===== config.mk =====
export PLATFORM = sky130hd
export DESIGN_NAME = rom_dl_bridge
export DESIGN_NICKNAME = d
export VERILOG_FILES = /design/src/rtl/rom_dl_pkg.sv /design/src/rtl/rom_dl_fifo.sv /design/src/rtl/rom_dl_bridge.sv
export SDC_FILE = /design/constraint.sdc
export NUM_CORES = 1
export LEC_CHECK = 0
export BUFFER_PORTS_ARGS = -buffer_cell sky130_fd_sc_hd__buf_4
export CAP_MARGIN = 15
export CELL_PAD_IN_SITES_DETAIL_PLACEMENT = 1
export CELL_PAD_IN_SITES_GLOBAL_PLACEMENT = 1
export CORE_MARGIN = 10
export CORE_UTILIZATION = 45
export CTS_CLUSTER_SIZE = 12
export DETAILED_ROUTE_END_ITERATION = 8
export HOLD_SLACK_MARGIN = 0.05
export PLACE_DENSITY_LB_ADDON = 0.1
export SLEW_MARGIN = 30
export SYNTH_ARGS = -nofsm -noshare
export SYNTH_HDL_FRONTEND = slang
export SYNTH_SLANG_ARGS = --single-unit

===== constraint.sdc =====
create_clock -name clk_sys -period 2.3 [get_ports clk_sys]
set_input_delay 0.23 -clock clk_sys [delete_from_list [all_inputs] [get_ports clk_sys]]
set_output_delay 0.23 -clock clk_sys [all_outputs]
set_load 0.01 [all_outputs]

===== src/rtl/rom_dl_pkg.sv =====
// Shared types and constants for the ROM download bridge: the queued word
// format, the request FSM states and the byte-lane encodings.
package rom_dl_pkg;

  localparam int DL_AW = 22;

  localparam logic [1:0] DS_LO = 2'b01;
  localparam logic [1:0] DS_HI = 2'b10;
  localparam logic [1:0] DS_W  = 2'b11;

  typedef struct packed {
    logic [DL_AW-1:0] a;
    logic [1:0]       ds;
    logic [15:0]      d;
  } dl_word_t;

  typedef enum logic [1:0] {
    SYNC,
    IDLE,
    WAIT,
    DONE
  } dl_state_t;

endpackage


===== src/rtl/rom_dl_fifo.sv =====
// Small synchronous FIFO of packed download words. A push while full is
// accepted only when a pop frees a slot in the same cycle; otherwise it drops.
module rom_dl_fifo
  import rom_dl_pkg::*;
#(
  parameter int DEPTH = 4
) (
  input  logic                   clk_sys,
  input  logic                   reset_n,
  input  logic                   push,
  input  dl_word_t               wdata,
  input  logic                   pop,
  output dl_word_t               rdata,
  output logic                   full,
  output logic                   empty,
  output logic [$clog2(DEPTH):0] count,
  output logic                   drop
);

  localparam int PW = $clog2(DEPTH);
  localparam logic [PW:0] FULL_CNT = (PW + 1)'(DEPTH);

  dl_word_t      mem [DEPTH];
  logic [PW-1:0] wr_ptr;
  logic [PW-1:0] rd_ptr;
  logic          do_push;
  logic          do_pop;

  assign empty   = (count == '0);
  assign full    = (count == FULL_CNT);
  assign do_pop  = pop & ~empty;
  assign do_push = push & (~full | do_pop);
  assign drop    = push & full & ~do_pop;
  assign rdata   = mem[rd_ptr];

  always_ff @(posedge clk_sys or negedge reset_n) begin
    if (!reset_n) begin
      wr_ptr <= '0;
      rd_ptr <= '0;
      count  <= '0;
    end else begin
      if (do_push) wr_ptr <= wr_ptr + 1'b1;
      if (do_pop)  rd_ptr <= rd_ptr + 1'b1;
      case ({do_push, do_pop})
        2'b10:   count <= count + 1'b1;
        2'b01:   count <= count - 1'b1;
        default: count <= count;
      endcase
    end
  end

  // storage carries no reset; the pointers and count define what is valid
  always_ff @(posedge clk_sys) begin
    if (do_push) mem[wr_ptr] <= wdata;
  end

endmodule


===== src/rtl/rom_dl_bridge.sv =====
// Packs the data_io byte stream into 16-bit sdram writes, queues them and
// drives the port1 toggle handshake; flags completion once all writes land.
//
// state | meaning
// SYNC  | first cycle after reset, align port_req to port_ack
// IDLE  | no request outstanding, issue the next queued word
// WAIT  | request outstanding, address/data held until ack matches
// DONE  | download ended and fully written, rom_loaded high
module rom_dl_bridge
  import rom_dl_pkg::*;
#(
  parameter int AW    = DL_AW,
  parameter int DEPTH = 4
) (
  input  logic          clk_sys,
  input  logic          reset_n,
  input  logic          ioctl_download,
  input  logic          ioctl_wr,
  input  logic [24:0]   ioctl_addr,
  input  logic [7:0]    ioctl_dout,
  output logic          port_req,
  input  logic          port_ack,
  output logic [AW-1:0] port_a,
  output logic [1:0]    port_ds,
  output logic [15:0]   port_d,
  output logic          port_we,
  output logic          busy,
  output logic          rom_loaded,
  output logic          overflow
);

  dl_state_t state, state_n;

  logic          wr_q, dl_q, edge_q, odd_q, ended;
  logic [AW-1:0] a_q;
  logic [7:0]    data_q;
  logic          wr_edge, dl_rise, dl_fall;

  logic          pend_v, pend_v_n;
  logic [AW-1:0] pend_a, pend_a_n;
  logic [7:0]    pend_lo, pend_lo_n;
  logic          skid_v, skid_v_n;
  dl_word_t      skid_w, skid_w_n;
  dl_word_t      pend_word, hi_word;

  logic          push, pop, issue, set_loaded, drained;
  dl_word_t      push_w, head;
  logic          fifo_empty, fifo_drop, unused_full;
  logic [$clog2(DEPTH):0] fifo_count;
  logic          unused_addr;

  assign unused_addr = ^ioctl_addr[24:AW+1];

  assign wr_edge = ioctl_download & ioctl_wr & ~wr_q;
  assign dl_rise = ioctl_download & ~dl_q;
  assign dl_fall = ~ioctl_download & dl_q;

  // Byte packing one cycle after the write edge; a lone odd byte that follows
  // an unrelated pending byte needs two pushes, the second goes via the skid.
  always_comb begin
    push      = 1'b0;
    push_w    = '0;
    pend_v_n  = pend_v;
    pend_a_n  = pend_a;
    pend_lo_n = pend_lo;
    skid_v_n  = 1'b0;
    skid_w_n  = skid_w;
    pend_word = '{a: pend_a, ds: DS_LO, d: {pend_lo, pend_lo}};
    hi_word   = '{a: a_q, ds: DS_HI, d: {data_q, data_q}};
    if (skid_v) begin
      push   = 1'b1;
      push_w = skid_w;
    end else if (edge_q) begin
      if (!odd_q) begin
        push      = pend_v;
        push_w    = pend_word;
        pend_v_n  = 1'b1;
        pend_a_n  = a_q;
        pend_lo_n = data_q;
      end else if (pend_v && pend_a == a_q) begin
        push     = 1'b1;
        push_w   = '{a: a_q, ds: DS_W, d: {data_q, pend_lo}};
        pend_v_n = 1'b0;
      end else if (pend_v) begin
        push     = 1'b1;
        push_w   = pend_word;
        skid_v_n = 1'b1;
        skid_w_n = hi_word;
        pend_v_n = 1'b0;
      end else begin
        push   = 1'b1;
        push_w = hi_word;
      end
    end else if (!dl_q && pend_v) begin
      push     = 1'b1;
      push_w   = pend_word;
      pend_v_n = 1'b0;
    end
  end

  rom_dl_fifo #(.DEPTH(DEPTH)) u_fifo (
    .clk_sys (clk_sys),
    .reset_n (reset_n),
    .push    (push),
    .wdata   (push_w),
    .pop     (pop),
    .rdata   (head),
    .full    (unused_full),
    .empty   (fifo_empty),
    .count   (fifo_count),
    .drop    (fifo_drop)
  );

  assign drained = ended & ~ioctl_download & ~pend_v & ~skid_v & ~edge_q & fifo_empty;

  always_comb begin
    state_n    = state;
    pop        = 1'b0;
    issue      = 1'b0;
    set_loaded = 1'b0;
    unique case (state)
      SYNC: state_n = IDLE;
      IDLE: begin
        if (!fifo_empty) begin
          pop     = 1'b1;
          issue   = 1'b1;
          state_n = WAIT;
        end else if (drained) begin
          set_loaded = 1'b1;
          state_n    = DONE;
        end
      end
      WAIT: begin
        // finishing straight from the last ack keeps rom_loaded one cycle behind it
        if (port_ack == port_req) begin
          if (drained) begin
            set_loaded = 1'b1;
            state_n    = DONE;
          end else begin
            state_n = IDLE;
          end
        end
      end
      DONE: if (dl_rise) state_n = IDLE;
      default: state_n = SYNC;
    endcase
  end

  always_ff @(posedge clk_sys or negedge reset_n) begin
    if (!reset_n) begin
      state      <= SYNC;
      wr_q       <= 1'b0;
      dl_q       <= 1'b0;
      edge_q     <= 1'b0;
      odd_q      <= 1'b0;
      a_q        <= '0;
      data_q     <= '0;
      ended      <= 1'b0;
      pend_v     <= 1'b0;
      pend_a     <= '0;
      pend_lo    <= '0;
      skid_v     <= 1'b0;
      skid_w     <= '0;
      port_req   <= 1'b0;
      port_a     <= '0;
      port_ds    <= '0;
      port_d     <= '0;
      rom_loaded <= 1'b0;
      overflow   <= 1'b0;
    end else begin
      state   <= state_n;
      wr_q    <= ioctl_wr;
      dl_q    <= ioctl_download;
      edge_q  <= wr_edge;
      if (wr_edge) begin
        a_q    <= ioctl_addr[AW:1];
        odd_q  <= ioctl_addr[0];
        data_q <= ioctl_dout;
      end
      pend_v  <= pend_v_n;
      pend_a  <= pend_a_n;
      pend_lo <= pend_lo_n;
      skid_v  <= skid_v_n;
      skid_w  <= skid_w_n;

      if (state == SYNC) begin
        port_req <= port_ack;
      end else if (issue) begin
        port_req <= ~port_req;
        port_a   <= head.a;
        port_ds  <= head.ds;
        port_d   <= head.d;
      end

      if (dl_fall)      ended <= 1'b1;
      else if (dl_rise) ended <= 1'b0;

      if (dl_rise) begin
        rom_loaded <= 1'b0;
        overflow   <= 1'b0;
      end
      if (set_loaded) rom_loaded <= 1'b1;
      if (fifo_drop)  overflow   <= 1'b1;
    end
  end

  assign busy    = pend_v | skid_v | edge_q | (fifo_count != '0) | (state == WAIT);
  assign port_we = ioctl_download | busy;

endmodule


# Word level (Yosys, flattened, before mapping)
# Memory sizes are Yosys's and may differ from the RTL's. A register that Yosys moved wholly into a read port is not among the register bits.
# Cells that the tools add are included.
[word_totals]
ff_bits = 118
ramBits = 160
output_inout_bits = 45
memories = 1
[memory_table]
columns = ["name", "words", "width", "rd", "rd_ports_with_merged_regs", "wr", "line_no", "source"]
rows = [
  ["u_fifo.mem", 4, 40, 1, 1, 1, "rom_dl_fifo.sv:23", "dl_word_t mem [DEPTH];"],
]
[classes]
addsub = 4
eq_ne = 11
mux = 39
bitwise = 32
reduce_logical = 18
[ops]
columns = ["op", "count"]
rows = [
  ["40-bit 2-to-1 mux", 6],
  ["1-bit 2-to-1 mux", 25],
  ["22-bit equality test", 1],
  ["1-bit AND", 13],
  ["1-bit inverter", 13],
  ["2-bit nonzero test", 6],
  ["2-bit 2-to-1 mux", 5],
  ["2-bit one-hot mux with 4 select lines", 1],
  ["2-bit equality test (second input constant)", 3],
  ["1-bit OR", 6],
  ["3-bit one-hot mux with 2 select lines", 1],
  ["3-bit AND reduction", 2],
  ["5-bit AND reduction", 1],
  ["2-bit by 1-bit adder with 2-bit output (second input constant)", 2],
  ["2-bit by 1-bit equality test with 1-bit output (second input constant)", 2],
  ["2-bit inequality test (second input constant)", 2],
  ["2-bit AND reduction", 2],
  ["3-bit by 1-bit adder with 3-bit output (second input constant)", 1],
  ["3-bit equality test (second input constant)", 1],
  ["3-bit logical NOT", 1],
  ["3-bit inequality test (second input constant)", 1],
  ["3-bit nonzero test", 1],
  ["3-bit by 1-bit subtractor with 3-bit output (second input constant)", 1],
  ["1-bit logical AND", 2],
  ["other kinds (4)", 5],
]

# Depth between registers and ports, before layout
# Gate-level depths: netlist of run 1.
[logic_depth]
ltp_word = 10
ltp_mapped = 12
depth_no_buf = 12

# By module
# Synthesis of run 1 repeated with hierarchy kept, for this count alone.
[unflattened]
hier_cells = 959
area_unflattened_um2 = 13304.0
[modules_own_cells]
columns = ["mod", "instances", "cells_per_inst", "area_per_inst_um2", "seq_area_each_um2"]
rows = [
  ["rom_dl_bridge", 1, 710, 7070.5, 3578.4],
  ["rom_dl_fifo", 1, 249, 6233.5, 4979.8],
]

# Worst setup path before layout of run 1
# Ideal clock, no wire load.
[synth_path]
path_type = "flip-flop to flip-flop"
from = "register odd_q"
to = "memory u_fifo.mem[2][0] in the netlist's numbering, enable pin"
arrival_time_ns = 2.091
required_time_ns = 1.899
slack_ns = -0.192
path_stages_with_launch = 7
path_cell_list = "dfrtp_1 clkbuf_1 a21oi_1 nor2_1 nor2_1 nor2_1 and2_1"
[synth_between]
elab_chain_cells = 6
[synth_lines]
columns = ["item", "line_no", "source"]
rows = [
  ["start: declaration", "rom_dl_bridge.sv:34", "logic wr_q, dl_q, edge_q, odd_q, ended;"],
  ["start signal: assignment", "rom_dl_bridge.sv:177", "odd_q <= ioctl_addr[0];"],
  ["1-bit 2-to-1 mux", "rom_dl_bridge.sv:74", "if (!odd_q) begin"],
  ["1-bit 2-to-1 mux", "rom_dl_bridge.sv:73", "end else if (edge_q) begin"],
  ["1-bit 2-to-1 mux", "rom_dl_bridge.sv:70", "if (skid_v) begin"],
  ["1-bit AND", "rom_dl_fifo.sv:32", "assign do_push = push & (~full | do_pop);"],
  ["1-bit 2-to-1 mux", "rom_dl_fifo.sv:54", "if (do_push) mem[wr_ptr] <= wdata;"],
  ["1-bit 2-to-1 mux (not written as such)", "rom_dl_fifo.sv:54", ""],
  ["end: declaration", "rom_dl_fifo.sv:23", ""],
]
# Every way passes these cells.

==> results of run 1 <==
==> cell families after synthesis <==
family                   count (synthesis)  share of synthesized area
adder cells (fa/ha/maj)                 12                     0.0120
XOR/XNOR                                30                     0.0201
AND/OR/NAND/NOR                        184                     0.0607
flip-flops                             310                      0.653
buffers and inverters                   75                     0.0246
multiplexers                           138                      0.153
AO/OA/AOI/OAI                          134                     0.0761
==> worst max-delay path, delay by kind of cell (launching register included) <==
kind / cells / cell delay [ns]
XOR/XNOR: 1 / 0.18
AO/OA/AOI/OAI: 3 / 0.68
AND/OR/NAND/NOR: 2 / 0.57
buffers and inverters: 2 / 0.27
flip-flops: 1 / 0.41
==> power groups by stage <==
stage	logic, mW	clock network, mW	registers [mW]
2_1_floorplan	3.00	0	7.72
3_5_place_dp	5.38	0	7.68
5_1_grt	6.12	5.71	7.72
6_report	5.58	5.35	7.59
4_1_cts	5.59	5.49	7.59
3_3_place_gp	5.18	0	7.59
==> cell type report <==
cell class	instances	area share
Clock buffer	51	0.0613
Clock inverter	13	0.00623
Inverter	22	0.00502
Multi-Input combinational cell	498	0.263
Sequential cell	310	0.520
Tap cell	384	0.0292
Timing Repair Buffer	210	0.115
==> repair_timing <==
| action | CTS | global route |
|---|---|---|
| pin swaps | 14 | 19 |
| resized for setup | 11 | 17 |
| endpoints found under the setup margin | 123 | 126 |
| endpoints found under the hold margin | 90 | 0 |
| hold buffers | 35 | 0 |
| cloned | 2 | 1 |
| setup buffers | 5 | 3 |
==> final timing paths <==
path / endpoint / cells after the start / slack, ns
worst max-delay path: u_fifo.mem[3][30]$_DFFE_PP_ / 8 / -0.08
worst min-delay path: port_d[14]$_DFFE_PN0P_ / 2 / 0.26
worst max register to register: u_fifo.mem[3][30]$_DFFE_PP_ / 8 / -0.08
worst min register to register: port_d[3]$_DFFE_PN0P_ / 1 / 0.50
max in group asynchronous: port_d[9]$_DFFE_PN0P_ / 3 / 1.19
min in group clk_sys: wr_q$_DFF_PN0_ / 2 / 0.37
==> cell usage in the layout, fill, tap and decap left out, drive strengths merged, types with 2 or more instances in the layout <==
master | Yosys | routed
buf | 18 | 174
edfxtp | 160 | 160
dfrtp | 150 | 150
nand2 | 132 | 132
mux2 | 98 | 98
o21ai | 58 | 58
clkbuf | 35 | 52
mux4 | 40 | 40
dlygate4sd3 | 0 | 35
xnor2 | 27 | 27
a221o | 25 | 25
inv | 22 | 23
o2111a | 22 | 22
nor2 | 12 | 12
ha | 11 | 11
clkinv | 0 | 11
nand4 | 10 | 10
a21oi | 8 | 8
and2 | 8 | 8
nand3 | 7 | 7
o211ai | 6 | 6
a221oi | 5 | 5
nor2b | 3 | 3
xor2 | 3 | 3
nor3 | 3 | 3
a22oi | 2 | 2
o21bai | 2 | 2
or2 | 2 | 2
==> routing by layer <==
layer,track usage,up-vias
li1,-,3705
met1,0.238,4259
met2,0.316,174
met3,0.0379,48
met4,0.0524,0
met5,0,-
==> sequential cells by signal, summed over array words and instances, names as in the netlist, 2 cells and up <==
name / flops
u_fifo.mem: 160
skid_w: 31
a_q: 22
pend_a: 22
port_a: 22
port_d: 16
data_q: 8
pend_lo: 8
u_fifo.count: 3
port_ds: 2
state: 2
u_fifo.rd_ptr: 2
u_fifo.wr_ptr: 2
==> metrics.md, run 1 <==
| Metric | Value |
|---|---|
| Status | finished with violations |
| Failing checks | negative setup slack |
| Sequential fraction of the synthesis area | 0.653 |
| Multi-input logic area | 4330 um^2 |
| Crit path kind | flop to flop |
| Worst Tran Pin Value | 0.659 ns |
| Share of cells above drive strength 1 | 0.357 |
| Avg Vias per Cell | 5.50 |
| Largest net degree at the start of global routing | 60 |
| WL met3 | 1680 um |
| Final Cycle Share | 1.04 |
| Largest stage delay, worst path | 0.41 ns |
| Setup ws final | -0.0841 ns |
| Critical Path AT | 2.63 ns |
| Synth top area share | 0.367 |
| Design area | 16,500 um^2 |
| Achievable Freq | 419 MHz |
| RSZ-0062 raised after global routing | yes |
| Die Span X | 191 um |
| Crit path cell chain | xnor2_2, nand4_1, nor4_4, a31o_4, buf_12, buf_16, o21ai_1, a221o_1 |
| H-tree Lvls | 2 |
| Worst Setup SP | pend_a[9]$_DFFE_PN0P_ |
| Max Root-Sink Buffers | 3 |
| Hold Path Class | primary input to asynchronous set/reset pin |
| RR Startpoint | pend_a[9]$_DFFE_PN0P_ |
| Cell Count, Final, Fillers Out | 1,488 |
| Wire length per cell | 22.4 um |
| Hold WS | 0.264 ns |
| Die Ht | 191 um |
| Fin Clk Skew | 0.0190 ns |
| Highest routed layer | met4 |
| Core Footprint | 28,700 um^2 |
| Setup crit end kind | flop |
| Synth cell count leaders | 160 x edfxtp_1, 150 x dfrtp_1, 132 x nand2_1 |
| FFs w/ async S/R, synth | 0.484 |
| Peak fanout along the critical path | 5 |
| Max VDD drop | 0.000660 V |
| Setup TNS | -4.12 ns |
| Switching power | 5.42 mW |
| Vias in the first global route | 9,273 |
| Rel. slew slack | 0.561 |
| DP Wirelength | 20,500 um |
| CTS tree | done |
| Drt initial violations | 444 |
| Unique masters post-synth | 46 |
| Count leader, synth | edfxtp_1 |
| Initial Util | 0.456 |
| Pwr Total | 18.5 mW |
| Synth Cell Area | 13,100 um^2 |
| Ys Warns | 0 |
| Fillers | 2,748 |
| Net count, final | 1,127 |
| Fin. max-slew vios | 0 |
| Total Routing Usage GR | 0.187 |
| Pre-CTS setup slack | -0.210 ns |
| Residual DRC | 0 |
| WL met1 | 14,700 um |
| Sequential power share | 0.410 |
| Clk pwr share | 0.289 |
| Tmin final | 2.38 ns |
| Final hold vios | 0 |
| Primary FF master, synth | edfxtp_1 |
| Post-DP Area | 14,700 um^2 |
| Antenna violations before repair | 0 |
| Synthesized flop and latch total | 310 |
| Clock root buffer | clkbuf_16 |
| Clock Latency Late Sink | 0.52 ns |
| LEAKAGE | 6.63 nW |
| Cells after Synth | 883 |
| Top cells by area, synth | edfxtp_1 37%, dfrtp_1 29%, mux2_2 8.4% |
| Syn Nets | 933 |
| Final core utilization | 0.573 |
| GPL Wtd Cong | 0.778 |
| Area leader, netlist | edfxtp_1 |
| Area growth, synth to finish | 25.7% |
| Met2 wire len | 16,300 um |
| Mean area per synthesized cell | 14.8 um^2 |
| PD cells | 1130 nW/um^2 |
| GRT overflow | 0 |
| Register clock-pin slew on the reported worst setup and hold paths | 0.06 ns |
| Critical Path Start Type | flop |
| Logic pwr share | 0.301 |
| Global-route wire length before repair | 52,900 um |
| CP max-delay cell | dfrtp_1 |
| Vias post-DR | 8,186 |
| # IOs | 83 |
| Antenna-violating nets left | 0 |
| Register area | 8560 um^2 |
| CTS Buf Count | 35 |
| Final setup vio count | 76 |
| Worst EP required | 2.55 ns |
| ANT cells | 0 |
| Die ar. | 36,300 um^2 |
| Placed insts | 1,378 |
| Clock sink count | 310 |
| Count of input and output buffers | 80 |
| Max_cap viols | 0 |
| DR pass1 iterations | 4 |
| DRT Wirelength | 33,300 um |
| Internal power | 13.1 mW |
| Rows | 62 |
| Switching share of power | 0.292 |
| Post-synth EDFFs | 160 |
No activity file was read; power rests on OpenSTA's default activity.
==> inputs of run 2 (changes only) <==
clock period = 2.22 ns   (was 2.3 ns; I/O delays follow)
==> run 2 against run 1 <==
  * First-iteration DRC count up 14%
  * Final area increased by 0.90%
  * Final cell count grew 1.3%
  * Largest power group unchanged
  * Clock power is essentially flat
  * Routed wire length up 5.4%
  * The flow still finishes with violations (negative setup slack)
  * Critical path depth shrank 1
  * Sequential power is 4.5% higher
  * Count of clock-buffer cells in the layout stayed put
  * Die area is the same
  * Setup slack better by 0.012 ns
  * Non-clock buffer count up 20
==> metrics.md, run 2 (same netlist as run 1, synthesis figures left out) <==
| Metric | Value |
|---|---|
| Status | finished with violations |
| Failing checks | negative setup slack |
| GRT overflow | 0 (unchanged) |
| Residual DRC | 0 (unchanged) |
| DR pass1 iterations | 7 (+3) |
| Peak fanout along the critical path | 19 (+14) |
| Core Footprint | 28,700 um^2 (unchanged) |
| Drt initial violations | 505 (+14%) |
| Switching share of power | 0.295 (+0.00272) |
| H-tree Lvls | 2 (unchanged) |
| Vias in the first global route | 9,375 (+1.1%) |
| Setup TNS | -1.86 ns (+2.26 ns) |
| Max Root-Sink Buffers | 3 (unchanged) |
| CP max-delay cell | dfrtp_1 |
| Crit path cell chain | xnor2_2, nand4_1, nor4_4, a31o_4, buf_12, o21ai_1, a221o_1 |
| GPL Wtd Cong | 0.794 (+2.1%) |
| Placed insts | 1,387 (+0.65%) |
| Logic pwr share | 0.314 (+0.013) |
| PD cells | 1170 nW/um^2 (+3.7%) |
| Most common cell after layout, fill and taps aside | buf_4 |
| Sequential power share | 0.409 (about the same) |
| Cell Count, Final, Fillers Out | 1,507 (+1.3%) |
| Buf/Inv on CP | 1 (-1) |
| Internal power | 13.7 mW (+4.2%) |
| Final setup vio count | 69 (-9.2%) |
| Final hold vios | 0 (unchanged) |
| Largest stage delay, worst path | 0.41 ns (about the same) |
| Total Routing Usage GR | 0.193 (+0.00696) |
| Critical path's top delay family | compound AO/OA/AOI/OAI gates |
| Share of cells above drive strength 1 | 0.369 (+0.0118) |
| Avg Vias per Cell | 5.59 (+1.6%) |
| Final core utilization | 0.579 (+0.00514) |
| Tmin final | 2.29 ns (-0.0920 ns) |
| Largest Register | u_fifo.mem |
| Rows | 62 (unchanged) |
| Largest net degree at the start of global routing | 62 (+3.3%) |
| Crit path kind | flop to flop |
| Area growth, synth to finish | 26.8% |
| Commonest non-fill, non-tap cells in the layout | 174 x buf_4, 160 x edfxtp_1, 148 x dfrtp_1 |
| Antenna violations before repair | 0 (unchanged) |
| Die Ht | 191 um (unchanged) |
| RSZ-0062 raised after global routing | yes |
| Initial Util | 0.456 (unchanged) |
| Global-route wire length before repair | 54,600 um (+3.1%) |
| Max VDD drop | 0.000576 V (-13%) |
| Rel. slew slack | 0.671 (+0.111) |
| Critical Path AT | 2.50 ns (-0.13 ns) |
| Max_cap viols | 0 (unchanged) |
| Switching power | 5.72 mW (+5.6%) |
| Hold Path Class | primary input to asynchronous set/reset pin |
| Wire length per cell | 23.3 um (+4.1%) |
| CTS tree | done |
| Register clock-pin slew on the reported worst setup and hold paths | 0.05 ns (about the same) |
| Clock sink count | 310 (unchanged) |
| Pwr Total | 19.4 mW (+4.6%) |
| Antenna-violating nets left | 0 (unchanged) |
| Achievable Freq | 436 MHz (+4.0%) |
| Fin Clk Skew | 0.0200 ns (+0.000966 ns) |
| Final Cycle Share | 1.03 (-0.00410) |
| Count of input and output buffers | 80 (unchanged) |
| CTS Buf Count | 35 (unchanged) |
| DRT Wirelength | 35,100 um (+5.4%) |
| ANT cells | 0 (unchanged) |
| Net count, final | 1,147 (+1.8%) |
| Clock root buffer | clkbuf_16 |
| DP Wirelength | 21,800 um (+6.3%) |
| Die Span X | 191 um (unchanged) |
| LEAKAGE | 6.73 nW (+1.5%) |
| Die ar. | 36,300 um^2 (unchanged) |
| Setup ws final | -0.0721 ns (+0.0120 ns) |
| Worst Tran Pin Value | 0.493 ns (-0.166 ns) |
| Worst EP required | 2.43 ns (-0.12 ns) |
| Vias post-DR | 8,422 (+2.9%) |
| Clk pwr share | 0.277 (-0.012) |
| # IOs | 83 (unchanged) |
| Setup crit end kind | flop |
| Fin. max-slew vios | 0 (unchanged) |
| Clock Latency Late Sink | 0.51 ns (about the same) |
| Max reg flops | 160 (unchanged) |
| Critical Path Start Type | flop |
| Largest regs | u_fifo.mem: 160 flops, skid_w: 31 flops |
[run 2: changes by cell type in the layout (fill, tap and decap cells not counted), moves of 2 or more]
| cell | delta |
|---|---|
| clkinv_2 | -4 |
| buf_4 | +17 |
| xnor2_1 | -6 |
| clkbuf_1 | +2 |
| buf_6 | +3 |
| a221o_1 | +2 |
| a221o_2 | -2 |
| o21ai_1 | -2 |
| xnor2_2 | +6 |
| clkinv_1 | +5 |
| clkbuf_8 | -2 |
[run 2: worst paths after layout]
check,cells after the start,start,slack [ns],endpoint
worst max-delay path,7,a_q[10]$_DFFE_PN0P_,-0.07,u_fifo.mem[0][34]$_DFFE_PP_
worst min-delay path,2,reset_n,0.19,port_d[11]$_DFFE_PN0P_
worst max register to register,7,a_q[10]$_DFFE_PN0P_,-0.07,u_fifo.mem[0][34]$_DFFE_PP_
worst min register to register,1,skid_w[17]$_DFFE_PN0P_,0.49,skid_w[17]$_DFFE_PN0P_
max in group asynchronous,3,reset_n,1.27,u_fifo.count[1]$_DFFE_PN0P_
min in group clk_sys,2,ioctl_wr,0.39,wr_q$_DFF_PN0_
[run 2: area by class of cell]
| class | count | area, um^2 |
|---|---|---|
| timing repair buffer | 230 | 2040 |
| sequential | 310 | 8560 |
| inverter | 22 | 82.6 |
| multi-input combinational | 498 | 4380 |
| clock buffer | 51 | 988 |
| clock inverter | 12 | 76.3 |
| tap | 384 | 480 |
| fill | 2760 | 12100 |
[run 2: power groups by stage]
stage | Sequential [mW] | Combinational (mW) | Clock, mW
final | 7.93 | 6.09 | 5.36
after CTS | 7.90 | 6.08 | 5.46
after global routing | 8.06 | 6.59 | 5.71
after floorplan | 7.99 | 3.10 | 0
after detailed placement | 7.99 | 5.72 | 0
after global placement | 7.87 | 5.49 | 0
[run 2: timing repair]
item	in CTS	in global routing
cloned	2	0
hold endpoints to repair	69	0
buffers inserted	19	3
resized for setup	23	17
pin swaps	28	15
endpoints found under the setup margin	126	127
hold buffers	35	0
[run 2: worst register-to-register path, cell delays in order (launching register included)]
cell,delay (ns)
dfrtp_1,0.41
xnor2_2,0.18
nand4_1,0.16
nor4_4,0.34
a31o_4,0.25
buf_12,0.18
o21ai_1,0.10
a221o_1,0.39
[run 2: through the flow]
stage | setup WS [ns] | hold slack, ns | area [um^2]
floorplan | 0.00258 | -0.0736 | 13100
global placement | -0.109 | 0.143 | 14800
detailed placement | -0.166 | 0.151 | 14800
CTS | -0.0930 | 0.203 | 16500
global route | -0.138 | 0.231 | 16600
finish | -0.0721 | 0.193 | 16600
[run 2: layer usage]
metal | track usage | part of all wire
met1 | 0.246 | 0.43
met2 | 0.335 | 0.51
met4 | 0.0451 | 0.016
met3 | 0.0384 | 0.047
met5 | 0 | 0
